### config.mk
export PLATFORM = sky130hd
export DESIGN_NAME = vga_sync_gen
export DESIGN_NICKNAME = d
export VERILOG_FILES = /design/src/rtl/vga_timing_pkg.sv /design/src/rtl/vga_dly_line.sv /design/src/rtl/vga_sync_gen.sv
export SDC_FILE = /design/constraint.sdc
export NUM_CORES = 1
export LEC_CHECK = 0
export CAP_MARGIN = 30
export CORE_ASPECT_RATIO = 0.75
export CORE_MARGIN = 10
export CORE_UTILIZATION = 50
export DETAILED_ROUTE_END_ITERATION = 16
export PLACE_DENSITY = 0.8
export SLEW_MARGIN = 40
export SYNTH_ARGS = -nofsm -noshare
export SYNTH_HDL_FRONTEND = slang
export SYNTH_SLANG_ARGS = --single-unit
### constraint.sdc
create_clock -name clock -period 2.05 [get_ports clock]
set_input_delay 0.205 -clock clock [delete_from_list [all_inputs] [get_ports clock]]
set_output_delay 0.205 -clock clock [all_outputs]
set_load 0.1 [all_outputs]
### src/rtl/vga_timing_pkg.sv
// 640x480@60 Hz timing constants and coordinate type shared by the VGA sync generator.
package vga_timing_pkg;

    localparam int unsigned H_VIS  = 640;
    localparam int unsigned H_FP   = 16;
    localparam int unsigned H_SYNC = 96;
    localparam int unsigned H_BP   = 48;

    localparam int unsigned V_VIS  = 480;
    localparam int unsigned V_FP   = 10;
    localparam int unsigned V_SYNC = 2;
    localparam int unsigned V_BP   = 33;

    localparam int unsigned H_TOTAL = H_VIS + H_FP + H_SYNC + H_BP;
    localparam int unsigned V_TOTAL = V_VIS + V_FP + V_SYNC + V_BP;

    localparam int unsigned COORD_W = 10;

    typedef logic [COORD_W-1:0] coord_t;

endpackage

### src/rtl/vga_dly_line.sv
// Pixel-enable gated shift register; a depth of 0 still yields one register stage.
module vga_dly_line #(
    parameter int unsigned      Width    = 3,
    parameter int unsigned      Depth    = 2,
    parameter logic [Width-1:0] ResetVal = '0
) (
    input  logic             clk_i,
    input  logic             rst_i,
    input  logic             en_i,
    input  logic [Width-1:0] d_i,
    output logic [Width-1:0] q_o
);

    localparam int unsigned Stages = (Depth == 0) ? 1 : Depth;

    logic [Width-1:0] stage_q [Stages];

    always_ff @(posedge clk_i) begin
        if (rst_i) begin
            for (int i = 0; i < Stages; i++) begin
                stage_q[i] <= ResetVal;
            end
        end else if (en_i) begin
            stage_q[0] <= d_i;
            for (int i = 1; i < Stages; i++) begin
                stage_q[i] <= stage_q[i-1];
            end
        end
    end

    assign q_o = stage_q[Stages-1];

endmodule

### src/rtl/vga_sync_gen.sv
// VGA pixel-rate divider, h/v counters and pipeline-aligned sync/blank outputs.
// Optional frame counter output enabled by defining VGA_SYNC_FRAME_CNT_EN.
module vga_sync_gen
    import vga_timing_pkg::*;
#(
    parameter int unsigned HVis    = H_VIS,
    parameter int unsigned HFp     = H_FP,
    parameter int unsigned HSync   = H_SYNC,
    parameter int unsigned HBp     = H_BP,
    parameter int unsigned VVis    = V_VIS,
    parameter int unsigned VFp     = V_FP,
    parameter int unsigned VSync   = V_SYNC,
    parameter int unsigned VBp     = V_BP,
    parameter int unsigned PipeDly = 2
) (
    input  logic               clock,
    input  logic               reset,
    output logic               pix_en,
    output logic [COORD_W-1:0] x,
    output logic [COORD_W-1:0] y,
    output logic               active,
    output logic               line_start,
    output logic               frame_start,
    output logic               vga_clk,
    output logic               vga_hs,
    output logic               vga_vs,
    output logic               vga_blank_n
`ifdef VGA_SYNC_FRAME_CNT_EN
    ,
    output logic [7:0]         frame_cnt
`endif
);

    localparam int unsigned HTotal = HVis + HFp + HSync + HBp;
    localparam int unsigned VTotal = VVis + VFp + VSync + VBp;

    localparam coord_t HLast      = coord_t'(HTotal - 1);
    localparam coord_t VLast      = coord_t'(VTotal - 1);
    localparam coord_t HVisC      = coord_t'(HVis);
    localparam coord_t VVisC      = coord_t'(VVis);
    localparam coord_t HSyncFirst = coord_t'(HVis + HFp);
    localparam coord_t HSyncLast  = coord_t'(HVis + HFp + HSync - 1);
    localparam coord_t VSyncFirst = coord_t'(VVis + VFp);
    localparam coord_t VSyncLast  = coord_t'(VVis + VFp + VSync - 1);

    logic   phase_q, phase_d;
    logic   pix_en_q;
    logic   vga_clk_q;
    coord_t h_cnt_q, h_cnt_d;
    coord_t v_cnt_q, v_cnt_d;
    logic   line_start_q, line_start_d;
    logic   frame_start_q, frame_start_d;

    logic hs_raw, vs_raw, blank_n_raw;
    logic [2:0] dly_out;

    always_comb begin
        phase_d = ~phase_q;
        h_cnt_d = h_cnt_q;
        v_cnt_d = v_cnt_q;
        if (pix_en_q) begin
            if (h_cnt_q == HLast) begin
                h_cnt_d = '0;
                v_cnt_d = (v_cnt_q == VLast) ? '0 : v_cnt_q + 1'b1;
            end else begin
                h_cnt_d = h_cnt_q + 1'b1;
            end
        end
        // Strobes are registered alongside pix_en; counters are stable on this edge.
        line_start_d  = phase_q && (h_cnt_q == '0);
        frame_start_d = line_start_d && (v_cnt_q == '0);
    end

    always_ff @(posedge clock) begin
        if (reset) begin
            phase_q       <= 1'b0;
            pix_en_q      <= 1'b0;
            vga_clk_q     <= 1'b0;
            h_cnt_q       <= '0;
            v_cnt_q       <= '0;
            line_start_q  <= 1'b0;
            frame_start_q <= 1'b0;
        end else begin
            phase_q       <= phase_d;
            pix_en_q      <= phase_q;
            vga_clk_q     <= phase_q;
            h_cnt_q       <= h_cnt_d;
            v_cnt_q       <= v_cnt_d;
            line_start_q  <= line_start_d;
            frame_start_q <= frame_start_d;
        end
    end

    assign active      = (h_cnt_q < HVisC) && (v_cnt_q < VVisC);
    assign hs_raw      = !((h_cnt_q >= HSyncFirst) && (h_cnt_q <= HSyncLast));
    assign vs_raw      = !((v_cnt_q >= VSyncFirst) && (v_cnt_q <= VSyncLast));
    assign blank_n_raw = active;

    vga_dly_line #(
        .Width    (3),
        .Depth    (PipeDly),
        .ResetVal (3'b110)
    ) u_dly (
        .clk_i (clock),
        .rst_i (reset),
        .en_i  (pix_en_q),
        .d_i   ({hs_raw, vs_raw, blank_n_raw}),
        .q_o   (dly_out)
    );

    assign pix_en      = pix_en_q;
    assign x           = h_cnt_q;
    assign y           = v_cnt_q;
    assign line_start  = line_start_q;
    assign frame_start = frame_start_q;
    assign vga_clk     = vga_clk_q;
    assign vga_hs      = dly_out[2];
    assign vga_vs      = dly_out[1];
    assign vga_blank_n = dly_out[0];

`ifdef VGA_SYNC_FRAME_CNT_EN
    logic [7:0] frame_cnt_q, frame_cnt_d;

    always_comb begin
        frame_cnt_d = frame_cnt_q;
        if (frame_start_q) begin
            frame_cnt_d = frame_cnt_q + 8'd1;
        end
    end

    always_ff @(posedge clock) begin
        if (reset) begin
            frame_cnt_q <= '0;
        end else begin
            frame_cnt_q <= frame_cnt_d;
        end
    end

    assign frame_cnt = frame_cnt_q;
`endif

endmodule

==> results by group <==
Worst setup path
  – R2R depth: 5
  – Crit path kind: reg2reg
  – Reg-to-reg startpoint: x[1]
  – Crit-path max FO: 10
  – Worst R2R End: y[7]
  – Worst EP required: 2260 ps
  – Worst setup SP type: register
  – Worst reg2reg setup slack: 210 ps
  – Critical Path AT: 2050 ps
  – CP endpoint kind: register

STA
  – Crit path time final: 1840 ps
  – Unrepaired setup endpoints after global routing: no
  – Rel. slew slack: 70.3%
  – Setup-failing EPs final: 0
  – WHS: 409 ps
  – Tcrit/Tclk final: 90.0%
  – Post-Route Setup TNS: 0 ps
  – Final Max Slew Viols: 0
  – Worst-case clock skew: 7.70 ps
  – Fmax: 542 MHz
  – Worst-Margin Slew: 434 ps
  – Final hold violations: 0

Synth
  – Post-synth top cells: dfxtp_1, nand3_1, nand2_1, a21oi_1, nor2_1
  – Cells after Synth: 157
  – Synthesized Nets: 163
  – Register area share after synthesis: 45.6%
  – Synth area leader: dfxtp_1
  – Top-count cell post-synth: dfxtp_1
  – Adder and majority cell fraction of the synthesized area: 3.46%
  – Synth top area share: 33.2%
  – Fraction of registers with async set/reset: 0%
  – Compound-Gate Fraction of Synth Area: 10.4%
  – Syn Area/Cell: 9.22 um^2
  – Ys Warns: 0
  – Synthesized area: 1450 um^2
  – Synth area leaders: dfxtp_1, edfxtp_1, nand3_1
  – Largest family of logic cells by synthesized area: simple AND/OR/NAND/NOR gates
  – Post-Synth XOR/XNOR Area: 4.84%
  – Post-synth EDFFs: 6
  – Simple-gate share of the synthesized area: 30.5%
  – Post-synth top flop: dfxtp_1
  – Mux cell area share after synthesis: 0.778%
  – Seq cells post-synth: 30
  – Post-synth cell types: 37

Pwr
  – Cell Pwr Density: 643 nW/um^2
  – Max IR drop VDD: 0.000433 V
  – Leakage: 0.662 nW
  – Power Total: 1.19 mW

Route
  – Routed via count: 1292
  – First-pass DRT Iterations: 4
  – DR iter-0 viols: 98
  – WL per Instance: 15.8 um
  – Routed wire length: 3.59 mm
  – Vias per std cell: 5.69
  – Antenna Nets Post-Route: 0
  – DRC: 0

Worst hold path
  – Worst hold start: phase_q
  – Worst hold path class: reg2reg
  – Hold Crit Endpoint: phase_q
  – Worst hold path stage count: 1

Cells and area
  – Antenna Cells: 0
  – Final #Nets: 196
  – Seq. cell area: 692 um^2
  – Fillers: 222
  – Area of the multi-input gates: 736 um^2
  – Layout cells sized above 1: 33.0%
  – Area grow syn2layout: 28.0%

Floorplanning
  – Site row count: 16
  – Die width: 82.1 um
  – Die Span Y: 66.6 um
  – Core area: 2680 um^2
  – Die area: 5470 um^2
  – Initial Util: 54.0%
  – IO Count: 30

CTS
  – Sink Count: 30
  – Clock transition at the registers of the reported paths: 60 ps
  – CTS root buffer: clkbuf_8
  – Later-pin clock latency in the skew report: 280 ps
  – CTS resizes: 0
  – Num CTS Buffers: 5
  – CTS tree: yes
  – H-tree levels: 2
  – Max Root-Sink Buffers: 2

Global route
  – First-pass GRT wire length: 6.03 mm
  – Vias in the first global route: 1242
  – Total GRT Usage: 14.1%
  – Initial antenna violation count: 0
  – Largest net degree at the start of global routing: 15
  – Grt ovf: 0

Place
  – Routability congestion estimate: 0.865
  – DPL Wire Length: 2.72 mm
  – Count of input and output buffers: 29

Status
  – Status: completed

Run
  – Max_cap viols: 0
cells in the final DEF (no fill, tap or decap), types with 4 or more instances in the layout:
cell and n:
buf_4 30, dfxtp_2 13, nand3_1 12, nand2_1 11
nor2_1 10, a21oi_1 10, inv_1 9, nor3_1 8
dfxtp_1 7, or4_1 6, clkbuf_8 6, edfxtp_1 6
nand4_1 5, o31ai_1 4, o21ai_0 4, xor2_1 4
xnor2_1 4, ha_1 4, dfxtp_4 4
worst max path at each step:
| stage | start | to | cells after the start |
|---|---|---|---|
| after CTS | x[1] | y[9] | 5 |
| after global routing | x[0] | y[7] | 5 |
| final | x[1] | y[7] | 5 |
| after global placement | x[1] | y[9] | 5 |
| after floorplan | y[5] | active | 3 |
| after detailed placement | x[1] | y[9] | 5 |
report_power, final:
group	leakage [nW]	total (mW)	switching, mW	internal [mW]
Clock	0.0482	0.481	0.211	0.270
Combinational	0.360	0.0985	0.0767	0.0218
Sequential	0.253	0.613	0.00582	0.607
metrics by stage:
step / instance area [um^2] / util, % / setup slack (ps) / instances
6_report: 1850 / 69.1 / 206 / 227
3_5_place_dp: 1750 / 65.4 / 182 / 218
5_1_grt: 1850 / 69.1 / 102 / 227
3_3_place_gp: 1750 / 65.4 / 281 / 218
4_1_cts: 1850 / 68.8 / 166 / 226
2_1_floorplan: 1490 / - / -45.4 / 157
registers in the layout, indices dropped and copies added (netlist names):
name / count
x: 10
phase_q: 1
line_start: 1
u_dly.stage_q: 6
y: 10
vga_clk: 1
frame_start: 1
cell families after synthesis:
logic type / count (synthesis)
xor gates and xnor gates: 8
adders and majority gates: 4
buffers and inverters: 15
DFF: 30
and+or+nand+nor: 75
muxes: 1
AOI/OAI and AO/OA: 24
area by class of cell:
| cell class | instances | share of cell area [%] |
|---|---|---|
| flip-flops and latches | 30 | 37.3 |
| clock buffers | 7 | 4.66 |
| repair buffers | 32 | 13.8 |
| inverters | 9 | 1.82 |
| well taps | 36 | 2.43 |
| multi-input cells | 112 | 39.7 |
| clock inverters | 1 | 0.270 |
metal layers:
layer,vias to the layer above,track usage [%],routed length [um]
met5,-,0,0
met4,0,5.72,60
met3,7,4.56,258
met2,27,21.8,1650
met1,619,17.6,1620
li1,639,-,-
critical path: stages (launching register included):
cell and delay [ps]:
dfxtp_4 360, ha_1 190, and3_1 330, nand4_4 210, or4_1 540, a21oi_1 140
what timing repair did:
action | 4_1_cts | 5_1_grt
endpoints found under the setup margin | 0 | 1
hold buffers | 0 | 0
setup buffers | 0 | 1
Power figures use the tool's default switching activity.
